**src/rtl/accelerator_scalar_integer_divider_pkg.sv**
```systemverilog
// Shared definitions for the scalar integer arithmetic family: the FSM
// state encoding (same numbering as the multiplier) and common constants.
package accelerator_integer_pkg;

   typedef enum logic [2:0] {
      STARTER_STATE = 3'd0,
      DIVIDE_STATE  = 3'd1,
      ENDER_STATE   = 3'd2
   } state_t;

   localparam int unsigned CONTROL_SIZE_DEFAULT = 4;

   localparam logic [63:0] ZERO_DATA = 64'd0;
   localparam logic [63:0] ONE_DATA  = 64'd1;

   localparam logic [CONTROL_SIZE_DEFAULT-1:0] ZERO_CONTROL = 4'd0;
   localparam logic [CONTROL_SIZE_DEFAULT-1:0] ONE_CONTROL  = 4'd1;

endpackage

```
**src/rtl/accelerator_scalar_integer_divider_if.sv**
```systemverilog
// START/READY handshake and operand/result bus of the scalar divider.
interface accelerator_scalar_integer_divider_if #(
   parameter int DATA_SIZE = 64
);
   logic                 START;
   logic                 READY;
   logic [DATA_SIZE-1:0] DATA_A_IN;
   logic [DATA_SIZE-1:0] DATA_B_IN;
   logic [DATA_SIZE-1:0] DATA_OUT;
   logic [DATA_SIZE-1:0] REMAINDER_OUT;
   logic                 DIVIDE_BY_ZERO;

   // Requester side.
   modport master (
      output START, DATA_A_IN, DATA_B_IN,
      input  READY, DATA_OUT, REMAINDER_OUT, DIVIDE_BY_ZERO
   );

   // Divider side.
   modport slave (
      input  START, DATA_A_IN, DATA_B_IN,
      output READY, DATA_OUT, REMAINDER_OUT, DIVIDE_BY_ZERO
   );
endinterface

```
**src/rtl/accelerator_scalar_integer_divider_step.sv**
```systemverilog
// One restoring shift-compare-subtract step: shift the next dividend bit
// into the partial remainder and subtract the divisor when it fits.
module accelerator_scalar_integer_divider_step #(
   parameter int DATA_SIZE = 64
) (
   input  logic [DATA_SIZE:0]   r,
   input  logic                 q_msb,
   input  logic [DATA_SIZE-1:0] d,
   output logic [DATA_SIZE:0]   r_next,
   output logic                 q_bit
);
   logic [DATA_SIZE:0] t;
   logic [DATA_SIZE:0] d_ext;
   logic               unused_guard;

   // The partial remainder is always below the divisor between steps, so
   // its guard bit is zero here; the shifted-out MSB lands in t's top bit.
   assign unused_guard = r[DATA_SIZE];
   assign t            = {r[DATA_SIZE-1:0], q_msb};
   assign d_ext        = {1'b0, d};

   // Restore (keep t) when the divisor does not fit, otherwise subtract it.
   always_comb begin
      r_next = t;
      q_bit  = 1'b0;
      if (t >= d_ext) begin
         r_next = t - d_ext;
         q_bit  = 1'b1;
      end else begin
         r_next = t;
         q_bit  = 1'b0;
      end
   end
endmodule

```
**src/rtl/accelerator_scalar_integer_divider.sv**
```systemverilog
// Multi-cycle unsigned divider: one quotient bit per clock by restoring
// shift-subtract, results presented with a one-cycle READY pulse.
module accelerator_scalar_integer_divider
   import accelerator_integer_pkg::*;
#(
   parameter int DATA_SIZE    = 64,
   parameter int CONTROL_SIZE = 4
) (
   input logic CLK,
   input logic RST,
   accelerator_scalar_integer_divider_if.slave bus
);
   localparam int INDEX_W = $clog2(DATA_SIZE) + 1;
   localparam logic [INDEX_W-1:0]   LAST_INDEX = INDEX_W'(DATA_SIZE - 1);
   localparam logic [INDEX_W-1:0]   INDEX_ONE  = INDEX_W'(ONE_DATA);
   localparam logic [DATA_SIZE-1:0] DATA_ZERO  = DATA_SIZE'(ZERO_DATA);
   localparam logic [DATA_SIZE-1:0] DATA_ONES  = ~DATA_ZERO;

   if (DATA_SIZE < 2 || CONTROL_SIZE < 1) begin : g_param_check
      $error("accelerator_scalar_integer_divider: DATA_SIZE must be >= 2");
   end

   state_t               state;
   logic [DATA_SIZE-1:0] q_int;
   logic [DATA_SIZE-1:0] d_int;
   logic [DATA_SIZE:0]   r_int;
   logic [INDEX_W-1:0]   index_int;

   logic                 ready;
   logic [DATA_SIZE-1:0] data_out;
   logic [DATA_SIZE-1:0] remainder_out;
   logic                 divide_by_zero;

   logic [DATA_SIZE:0]   r_next;
   logic                 q_bit;

   accelerator_scalar_integer_divider_step #(
      .DATA_SIZE (DATA_SIZE)
   ) u_step (
      .r      (r_int),
      .q_msb  (q_int[DATA_SIZE-1]),
      .d      (d_int),
      .r_next (r_next),
      .q_bit  (q_bit)
   );

   // Control FSM and datapath: capture operands, iterate, publish results.
   always_ff @(posedge CLK or negedge RST) begin
      if (!RST) begin
         state          <= STARTER_STATE;
         q_int          <= DATA_ZERO;
         d_int          <= DATA_ZERO;
         r_int          <= {1'b0, DATA_ZERO};
         index_int      <= '0;
         ready          <= 1'b0;
         data_out       <= DATA_ZERO;
         remainder_out  <= DATA_ZERO;
         divide_by_zero <= 1'b0;
      end else begin
         case (state)
            STARTER_STATE: begin
               ready <= 1'b0;
               if (bus.START) begin
                  q_int     <= bus.DATA_A_IN;
                  d_int     <= bus.DATA_B_IN;
                  r_int     <= {1'b0, DATA_ZERO};
                  index_int <= '0;
                  state     <= (bus.DATA_B_IN == DATA_ZERO) ? ENDER_STATE : DIVIDE_STATE;
               end
            end
            DIVIDE_STATE: begin
               r_int     <= r_next;
               q_int     <= {q_int[DATA_SIZE-2:0], q_bit};
               index_int <= index_int + INDEX_ONE;
               if (index_int == LAST_INDEX) begin
                  state <= ENDER_STATE;
               end
            end
            ENDER_STATE: begin
               // A zero divisor skipped iteration, so q_int still holds the dividend.
               if (d_int == DATA_ZERO) begin
                  data_out       <= DATA_ONES;
                  remainder_out  <= q_int;
                  divide_by_zero <= 1'b1;
               end else begin
                  data_out       <= q_int;
                  remainder_out  <= r_int[DATA_SIZE-1:0];
                  divide_by_zero <= 1'b0;
               end
               ready <= 1'b1;
               state <= STARTER_STATE;
            end
            default: begin
               state <= STARTER_STATE;
            end
         endcase
      end
   end

   assign bus.READY          = ready;
   assign bus.DATA_OUT       = data_out;
   assign bus.REMAINDER_OUT  = remainder_out;
   assign bus.DIVIDE_BY_ZERO = divide_by_zero;
endmodule

```
**src/flat_wrapper.sv**
```systemverilog
// flat-port wrapper written by rule: the top's interface ports become plain ports
module accelerator_scalar_integer_divider_flat import accelerator_integer_pkg::*;
#(
   parameter int DATA_SIZE    = 64,
   parameter int CONTROL_SIZE = 4
)
  (CLK, RST, bus_START, bus_DATA_A_IN, bus_DATA_B_IN, bus_READY, bus_DATA_OUT, bus_REMAINDER_OUT, bus_DIVIDE_BY_ZERO);
  accelerator_scalar_integer_divider_if #(.DATA_SIZE(DATA_SIZE)) bus_i ();
  input logic CLK;
  input logic RST;
  input wire logic [$bits(bus_i.START)-1:0] bus_START;
  input wire logic [$bits(bus_i.DATA_A_IN)-1:0] bus_DATA_A_IN;
  input wire logic [$bits(bus_i.DATA_B_IN)-1:0] bus_DATA_B_IN;
  output wire logic [$bits(bus_i.READY)-1:0] bus_READY;
  output wire logic [$bits(bus_i.DATA_OUT)-1:0] bus_DATA_OUT;
  output wire logic [$bits(bus_i.REMAINDER_OUT)-1:0] bus_REMAINDER_OUT;
  output wire logic [$bits(bus_i.DIVIDE_BY_ZERO)-1:0] bus_DIVIDE_BY_ZERO;
  assign bus_i.START = bus_START;
  assign bus_i.DATA_A_IN = bus_DATA_A_IN;
  assign bus_i.DATA_B_IN = bus_DATA_B_IN;
  assign bus_READY = bus_i.READY;
  assign bus_DATA_OUT = bus_i.DATA_OUT;
  assign bus_REMAINDER_OUT = bus_i.REMAINDER_OUT;
  assign bus_DIVIDE_BY_ZERO = bus_i.DIVIDE_BY_ZERO;
  accelerator_scalar_integer_divider #(.DATA_SIZE(DATA_SIZE), .CONTROL_SIZE(CONTROL_SIZE)) u_core (.CLK(CLK), .RST(RST), .bus(bus_i));
endmodule
```
**config.mk**
```make
export PLATFORM = sky130hd
export DESIGN_NAME = accelerator_scalar_integer_divider_flat
export DESIGN_NICKNAME = d
export VERILOG_FILES = /design/src/rtl/accelerator_scalar_integer_divider_pkg.sv /design/src/rtl/accelerator_scalar_integer_divider_if.sv /design/src/rtl/accelerator_scalar_integer_divider_step.sv /design/src/rtl/accelerator_scalar_integer_divider.sv /design/src/flat_wrapper.sv
export SDC_FILE = /design/constraint.sdc
export NUM_CORES = 1
export LEC_CHECK = 0
export CORE_ASPECT_RATIO = 0.9
export CORE_MARGIN = 2
export CORE_UTILIZATION = 25
export CTS_CLUSTER_SIZE = 10
export DETAILED_ROUTE_END_ITERATION = 7
export GPL_ROUTABILITY_DRIVEN = 0
export SLEW_MARGIN = 30
export SYNTH_ARGS = -nofsm -noshare
export SYNTH_HDL_FRONTEND = slang
export SYNTH_HIERARCHICAL = 1
export SYNTH_SLANG_ARGS = --single-unit
```
**constraint.sdc**
```tcl
create_clock -name CLK -period 4.57 [get_ports CLK]
set_input_delay 0.6855 -clock CLK [delete_from_list [all_inputs] [get_ports CLK]]
set_output_delay 0.6855 -clock CLK [all_outputs]
set_load 0.05 [all_outputs]
```
==> impl_metrics.py, run 1 <==
metrics = {
    "status": {
        "outcome": "finished, final reports clean",
    },
    "power_and_ir_drop": {
        "power.static_leakage_uw": 0.0102,
        "powerDensity_nw_per_um2": 562,
        "vdd_drop_max_mv": 0.288,
        "total_power_uw": 13200,
    },
    "floorplan": {
        "pin_count": 261,
        "coreArea_sq_um": 74500,
        "die_w_um": 293,
        "die_h_um": 264,
        "fp-row-count": 95,
        "start_util": 0.252,
        "dieArea_sq_um": 77300,
    },
    "setup_path": {
        "cp-start-kind": "flip-flop",
        "worstPathArrival_ps": 4070,
        "r2r_cells": 13,
        "r2r-start": "u_core/d_int[9]",
        "worstPathRequired_ps": 5010,
        "critical_path_class": "reg -> reg",
        "cp-startpoint": "u_core/d_int[9]",
        "rrSetupSlack_ps": 940,
        "end_kind": "flip-flop",
        "path_max_fanout": 126,
    },
    "finish": {
        "layout.cells.non_filler": 3362,
        "drive_gt1_frac": 0.0402,
        "final_net_count": 2574,
        "post-route-cell-area_sq_um": 23400,
        "final_cell_mix": "516 x nand2_1, 329 x dfrtp_1, 258 x clkdlybuf4s50_1",
        "final_common_cell": "nand2_1",
        "syn_to_final_growth_pct": 24.9,
        "fillCellCount": 7789,
    },
    "min_path": {
        "min_path_type": "in -> async",
    },
    "routing": {
        "vias": 16400,
        "routedWlPerCell_um": 18.8,
        "drtIter0Drc": 1196,
        "routed_via_density": 4.89,
        "ant_nets": 0,
        "drt-total-wl_um": 63200,
        "dr.pass1.iters": 6,
        "drc": 0,
    },
    "grt": {
        "track_usage": 0.160,
        "grt_max_degree": 133,
        "grt_pass1_vias": 15600,
        "grt_first_pass_wirelength_um": 96500,
        "gr-total-overflow": 0,
        "antenna_found_initial": 12,
    },
    "sta": {
        "timing.hold.ws_ps": 124,
        "tightestPinTransition_ps": 864,
        "relSlewSlack": 0.424,
        "rsz0062_at_grt": "no",
        "max_freq_mhz": 275,
        "setup_viol": 0,
        "period_minus_slack_ps": 3630,
        "drv_slew": 0,
        "finalCritPeriodShare": 0.795,
        "hold_violations": 0,
        "skew_ps": 20.2,
        "tns_ps": 0,
    },
    "clock_tree": {
        "cts_setup_buffers": 0,
        "cts_htree_levels": 2,
        "cts_tree": "built",
        "cts_made_buffers": 41,
        "cts_hold_buf": 0,
        "cts_resized": 0,
        "clockBufferDepth": 3,
        "clkSinkCount": 331,
        "clk_pin_slew_ps": 60,
        "clk_latency_ps": 560,
        "root_buffer": "clkbuf_16",
    },
    "synth": {
        "syn_inst": 2193,
        "avgSynthCellArea_sq_um": 8.56,
        "synthesis.nets": 2390,
        "yosys_warnings": 6,
        "netlist_area_sq_um": 18800,
    },
    "placement": {
        "numPlacedInstances": 3304,
        "dpl.hpwl_um": 46100,
        "postPlaceCellArea_sq_um": 22300,
        "portBuffers": 260,
    },
    "run": {
        "drv_cap": 0,
    },
}
-- state kept, by name, indices dropped and copies added, names as in the netlist --
register,cells
u_core/state,2
u_core/bus.DATA_OUT,64
u_core/bus.READY,1
u_core/bus.REMAINDER_OUT,64
u_core/d_int,64
u_core/bus.DIVIDE_BY_ZERO,1
u_core/q_int,64
u_core/r_int,64
u_core/index_int,7
-- where the power goes --
part / switching (uW) / internal [uW] / total (uW)
logic: 3300 / 2700 / 6000
registers: 728 / 3440 / 4170
clock network: 1250 / 1770 / 3020
-- critical path, cell delays in order (launching register included) --
cell      delay [ps]
dfrtp_1          460
inv_1             80
ha_1             360
and2_1           200
nand2_1           70
nor2_1           230
a31oi_4          180
o41ai_4          590
a21boi_4         150
o21ai_4          230
a31oi_4          120
buf_12           270
mux2_4           350
a22o_1           190
-- stage by stage --
step	setup WS (ps)	util
5_1_grt	622	0.315
3_5_place_dp	983	0.299
4_1_cts	972	0.314
3_3_place_gp	1030	0.299
2_1_floorplan	1540	-
6_report	937	0.315
-- final timing paths --
| path | endpoint |
|---|---|
| worst max-delay path | u_core/r_int[7] |
| min in group CLK | u_core/bus.REMAINDER_OUT[46] |
| worst min register to register | u_core/bus.REMAINDER_OUT[46] |
| worst max register to register | u_core/r_int[7] |
| worst min-delay path | u_core/bus.REMAINDER_OUT[49] |
| max in group asynchronous | u_core/bus.DATA_OUT[35] |
-- layout make-up --
type,count,area (sq um),area share
clock buffers,50,1090,0.0465
multi-input cells,1639,9620,0.410
diodes,3,7.51,0.000320
repair buffers,280,2840,0.121
well taps,970,1210,0.0518
inverters,84,315,0.0134
flip-flops and latches,331,8290,0.353
clock inverters,5,75.1,0.00320
-- layer usage --
metal | routed length [um] | part of all wire | global-route usage | vias up
met5 | 96 | 0.0015 | 0 | -
met4 | 2040 | 0.032 | 0.0545 | 16
met3 | 3690 | 0.058 | 0.0321 | 118
met2 | 25700 | 0.41 | 0.224 | 458
met1 | 31600 | 0.50 | 0.243 | 7822
li1 | - | - | - | 8017
Note: power is estimated with default switching activity, not from simulation.
==> inputs of run 2 (changes only) <==
==> constraint.sdc (replaced) <==
create_clock -name CLK -period 2.9 [get_ports CLK]
set_input_delay 0.435 -clock CLK [delete_from_list [all_inputs] [get_ports CLK]]
set_output_delay 0.435 -clock CLK [all_outputs]
set_load 0.05 [all_outputs]
==> impl_metrics.py, run 2 (synthesis gave the netlist of run 1 again) <==
metrics = {
    "status": {
        "outcome": "finished with violations",
        "violations": "negative setup slack",
    },
    "power_and_ir_drop": {
        "power.static_leakage_uw": 0.0127,
        "power.switching_uw": 11100,
        "powerDensity_nw_per_um2": 1000,
        "clkPwrFrac": 0.171,
        "combPwrFrac": 0.606,
        "vdd_drop_max_mv": 0.573,
        "intPower_uw": 17200,
        "seqPwrFrac": 0.222,
        "switching_share": 0.393,
    },
    "clock_tree": {
        "cts_tree": "built",
        "clkSinkCount": 331,
        "clockBufferDepth": 3,
        "clk_latency_ps": 580,
        "clk_pin_slew_ps": 60,
        "cts_made_buffers": 41,
        "cts_htree_levels": 2,
        "root_buffer": "clkbuf_16",
    },
    "sta": {
        "skew_ps": 28.5,
        "relSlewSlack": 0.485,
        "hold_violations": 0,
        "rsz0062_at_grt": "yes",
        "finalCritPeriodShare": 1.10,
        "setup_slack_ps": -297,
        "setup_viol": 65,
        "tightestPinTransition_ps": 772,
        "drv_slew": 0,
        "max_freq_mhz": 313,
        "tns_ps": -12490,
        "period_minus_slack_ps": 3200,
    },
    "finish": {
        "register_area_sq_um": 8290,
        "syn_to_final_growth_pct": 50.7,
        "final_cell_mix": "468 x nand2_1, 346 x buf_4, 329 x dfrtp_1",
        "multi_input_area_sq_um": 11000,
        "fillCellCount": 7309,
        "final_common_cell": "nand2_1",
        "drive_gt1_frac": 0.255,
        "post-route-cell-area_sq_um": 28300,
        "final_net_count": 2955,
    },
    "setup_path": {
        "worstPathRequired_ps": 3350,
        "cp_slowest_stage_delay_ps": 390,
        "cpLargestDelayFamily": "compound AO/OA/AOI/OAI gates",
        "r2r_cells": 14,
        "worstReg2RegEnd": "u_core/r_int[7]",
        "cp-startpoint": "u_core/d_int[10]",
        "cpMostUsedCell": "a31oi_4",
        "crit_end": "u_core/r_int[7]",
        "rrSetupSlack_ps": -300,
        "cp.depth": 14,
        "path_max_fanout": 7,
        "cpMaxStageDelayCell": "dfrtp_1",
        "end_kind": "flip-flop",
        "r2r-start": "u_core/d_int[10]",
        "cp-start-kind": "flip-flop",
        "worstPathArrival_ps": 3640,
        "critical_path_class": "reg -> reg",
        "path_cells": "inv_2, ha_4, nand3_1, a21boi_2, a311o_1, a31oi_4, o41ai_4, a21boi_4, o21ai_4, a31oi_4, buf_6, buf_12, mux2_4, a22o_1",
        "path_buf_inv": 3,
    },
    "grt": {
        "antenna_found_initial": 13,
        "gr-total-overflow": 0,
        "grt_pass1_vias": 17700,
        "grt_first_pass_wirelength_um": 107000,
        "track_usage": 0.177,
        "grt_max_degree": 85,
    },
    "placement": {
        "dpl.hpwl_um": 51600,
        "postPlaceCellArea_sq_um": 25000,
        "portBuffers": 260,
    },
    "floorplan": {
        "die_h_um": 264,
        "die_w_um": 293,
        "pin_count": 261,
        "fp-row-count": 95,
        "start_util": 0.252,
        "dieArea_sq_um": 77300,
        "coreArea_sq_um": 74500,
    },
    "routing": {
        "drt-total-wl_um": 70300,
        "routedWlPerCell_um": 18.8,
        "drtIter0Drc": 1403,
        "routed_via_density": 4.82,
        "drc": 0,
        "ant_nets": 0,
        "vias": 18000,
        "dr.pass1.iters": 8,
    },
    "min_path": {
        "min_path_type": "in -> async",
    },
    "run": {
        "drv_cap": 0,
    },
}
run 2: cell types whose count changed in the layout (fill, tap and decap cells not counted), moves of 20 or more:
cell,change
o21ai_2,+49
ha_4,+36
ha_1,-39
buf_12,+20
nand2_4,+23
nand2_1,-48
buf_4,+333
nand2_2,+25
o21ai_0,-33
run 2: stage by stage:
stage	std cells	worst slack (ps)	utilization	hold slack (ps)	power [uW]
final	3748	-297	0.380	412	28400
after global routing	3745	-395	0.380	444	30100
after CTS	3734	-231	0.371	400	27100
after detailed placement	3638	-369	0.336	437	19300
after global placement	3638	-320	0.336	438	19200
after floorplan	2193	-42.8	-	139	13700
run 2: per-layer routing:
metal  GRT usage  vias up  wire length [um]
met5           0        -                74
met4      0.0413       14              1370
met3      0.0350       94              4150
met2       0.263      487             30700
met1       0.261     8683             34000
li1            -     8771                 -
run 2: layout make-up:
cell class	instances	share of cell area
Clock buffer	52	0.0399
Inverter	84	0.0111
Antenna cell	5	0.000442
Tap cell	970	0.0429
Multi-Input combinational cell	1639	0.390
Timing Repair Buffer	661	0.219
Clock inverter	6	0.00305
Sequential cell	331	0.293
run 2: how the worst min path moves through the flow:
stage,slack (ps),from,cells after the start,end
after floorplan,140,RST,0,u_core/bus.DATA_OUT[0]
after global placement,440,RST,1,u_core/d_int[55]
after detailed placement,440,RST,1,u_core/d_int[55]
after CTS,400,bus_DATA_B_IN[59],3,u_core/d_int[59]
after global routing,440,RST,2,u_core/d_int[55]
final,410,RST,2,u_core/d_int[55]
run 2: what timing repair did:
item | CTS | global route
gates resized for setup | 221 | 139
setup buffers | 27 | 17
hold buffers | 1 | 0
endpoints found under the hold margin | 46 | 0
gates cloned | 12 | 0
endpoints found under the setup margin | 65 | 65
pin swaps | 117 | 96
run 2: power by group through the flow:
stage | combinational [uW] | clock, uW | sequential, uW
after floorplan | 7620 | 0 | 6060
after global placement | 13000 | 0 | 6210
after detailed placement | 13100 | 0 | 6220
after CTS | 15900 | 5020 | 6240
after global routing | 18500 | 5170 | 6380
final | 17200 | 4870 | 6300
==> inputs of run 3 (changes only) <==
==> constraint.sdc (replaced) <==
create_clock -name CLK -period 2.6 [get_ports CLK]
set_input_delay 0.39 -clock CLK [delete_from_list [all_inputs] [get_ports CLK]]
set_output_delay 0.39 -clock CLK [all_outputs]
set_load 0.05 [all_outputs]
==> impl_metrics.py, run 3 (synthesis gave the netlist of run 1 again) <==
metrics = {
    "grt": {
        "grt_max_degree": 127,
        "track_usage": 0.174,
        "grt_first_pass_wirelength_um": 105000,
        "antenna_found_initial": 10,
        "gr-total-overflow": 0,
        "grt_pass1_vias": 17400,
    },
    "floorplan": {
        "fp-row-count": 95,
        "coreArea_sq_um": 74500,
        "pin_count": 261,
        "die_h_um": 264,
        "dieArea_sq_um": 77300,
        "die_w_um": 293,
        "start_util": 0.252,
    },
    "routing": {
        "routed_via_density": 4.79,
        "drtIter0Drc": 1371,
        "dr.pass1.iters": 5,
        "ant_nets": 0,
        "drc": 0,
        "vias": 18200,
        "routedWlPerCell_um": 18.3,
        "drt-total-wl_um": 69800,
    },
    "clock_tree": {
        "clk_latency_ps": 580,
        "clk_pin_slew_ps": 60,
        "cts_tree": "built",
        "cts_made_buffers": 41,
        "root_buffer": "clkbuf_16",
        "clkSinkCount": 331,
        "clockBufferDepth": 3,
        "cts_htree_levels": 2,
    },
    "setup_path": {
        "worstReg2RegEnd": "u_core/r_int[33]",
        "cp-start-kind": "flip-flop",
        "cp-startpoint": "u_core/d_int[10]",
        "worstPathArrival_ps": 3630,
        "critical_path_class": "reg -> reg",
        "path_max_fanout": 6,
        "crit_end": "u_core/r_int[33]",
        "rrSetupSlack_ps": -570,
        "r2r-start": "u_core/d_int[10]",
        "worstPathRequired_ps": 3060,
        "end_kind": "flip-flop",
        "r2r_cells": 14,
    },
    "sta": {
        "hold_violations": 0,
        "rsz0062_at_grt": "yes",
        "period_minus_slack_ps": 3170,
        "finalCritPeriodShare": 1.22,
        "skew_ps": 25.6,
        "setup_viol": 65,
        "max_freq_mhz": 315,
        "tightestPinTransition_ps": 770,
        "tns_ps": -31450,
        "setup_slack_ps": -573,
        "drv_slew": 0,
        "relSlewSlack": 0.485,
    },
    "run": {
        "drv_cap": 0,
    },
    "finish": {
        "final_cell_mix": "466 x nand2_1, 402 x buf_4, 327 x dfrtp_1",
        "post-route-cell-area_sq_um": 28400,
        "drive_gt1_frac": 0.254,
        "final_common_cell": "nand2_1",
        "final_net_count": 3014,
        "fillCellCount": 7393,
        "register_area_sq_um": 8290,
        "syn_to_final_growth_pct": 51.3,
        "multi_input_area_sq_um": 10700,
    },
    "power_and_ir_drop": {
        "vdd_drop_max_mv": 0.624,
        "power.static_leakage_uw": 0.0129,
        "powerDensity_nw_per_um2": 1090,
        "total_power_uw": 30900,
    },
    "placement": {
        "postPlaceCellArea_sq_um": 25600,
        "dpl.hpwl_um": 51700,
        "portBuffers": 260,
    },
    "status": {
        "violations": "negative setup slack",
        "outcome": "finished with violations",
    },
    "min_path": {
        "min_path_type": "in -> async",
    },
}
==> run 3: cell type report <==
cell class,instances,area share
clock inverter,3,0.000793
inverter,84,0.0111
tap,970,0.0427
multi-input combinational,1639,0.375
timing repair buffer,720,0.237
antenna,4,0.000352
clock buffer,55,0.0416
sequential,331,0.292
==> run 3: report_power, final <==
part | internal, uW | switching (uW)
Clock | 3130 | 2210
Combinational | 9830 | 8860
Sequential | 6050 | 870
==> run 3: per-layer routing <==
| layer | wire length, um | vias to the layer above | share of wire | GRT usage |
|---|---|---|---|---|
| met1 | 33900 | 8758 | 0.49 | 0.258 |
| met3 | 4300 | 91 | 0.062 | 0.0350 |
| met2 | 30200 | 474 | 0.43 | 0.258 |
| met5 | 61 | - | 0.00087 | 0 |
| li1 | - | 8907 | - | - |
| met4 | 1390 | 10 | 0.020 | 0.0389 |
==> run 3: stage by stage <==
step / hold slack [ps] / std cells / setup WS [ps] / utilization
after floorplan: 94.4 / 2193 / -343 / -
after global placement: 399 / 3696 / -765 / 0.344
after detailed placement: 407 / 3696 / -732 / 0.344
after CTS: 346 / 3778 / -522 / 0.368
after global routing: 393 / 3803 / -643 / 0.381
final: 371 / 3806 / -573 / 0.381
==> run 3: worst min path at each step <==
| stage | startpoint | end | slack [ps] | cells past startpoint |
|---|---|---|---|---|
| 2_1_floorplan | RST | u_core/bus.DATA_OUT[0] | 90 | 0 |
| 3_3_place_gp | RST | u_core/d_int[57] | 400 | 1 |
| 3_5_place_dp | RST | u_core/d_int[57] | 410 | 1 |
| 4_1_cts | bus_DATA_B_IN[3] | u_core/d_int[3] | 350 | 3 |
| 5_1_grt | bus_DATA_B_IN[3] | u_core/d_int[3] | 390 | 3 |
| 6_report | RST | u_core/d_int[57] | 370 | 2 |
==> run 3: timing repair <==
action	4_1_cts	5_1_grt
resized for setup	88	175
buffers inserted	16	19
endpoints found under the hold margin	56	0
pin swaps	42	103
setup endpoints to repair	65	78
hold buffers	1	0
cloned	7	7
==> run 3: critical path: stages (launching register included) <==
cell	delay, ps
dfrtp_1	440
inv_2	120
ha_4	220
and3_4	150
a311o_1	340
a31oi_4	220
o41ai_4	100
buf_4	160
a21boi_4	200
o21ai_4	100
a31oi_4	160
buf_6	180
buf_16	170
mux2_4	300
a22o_1	170
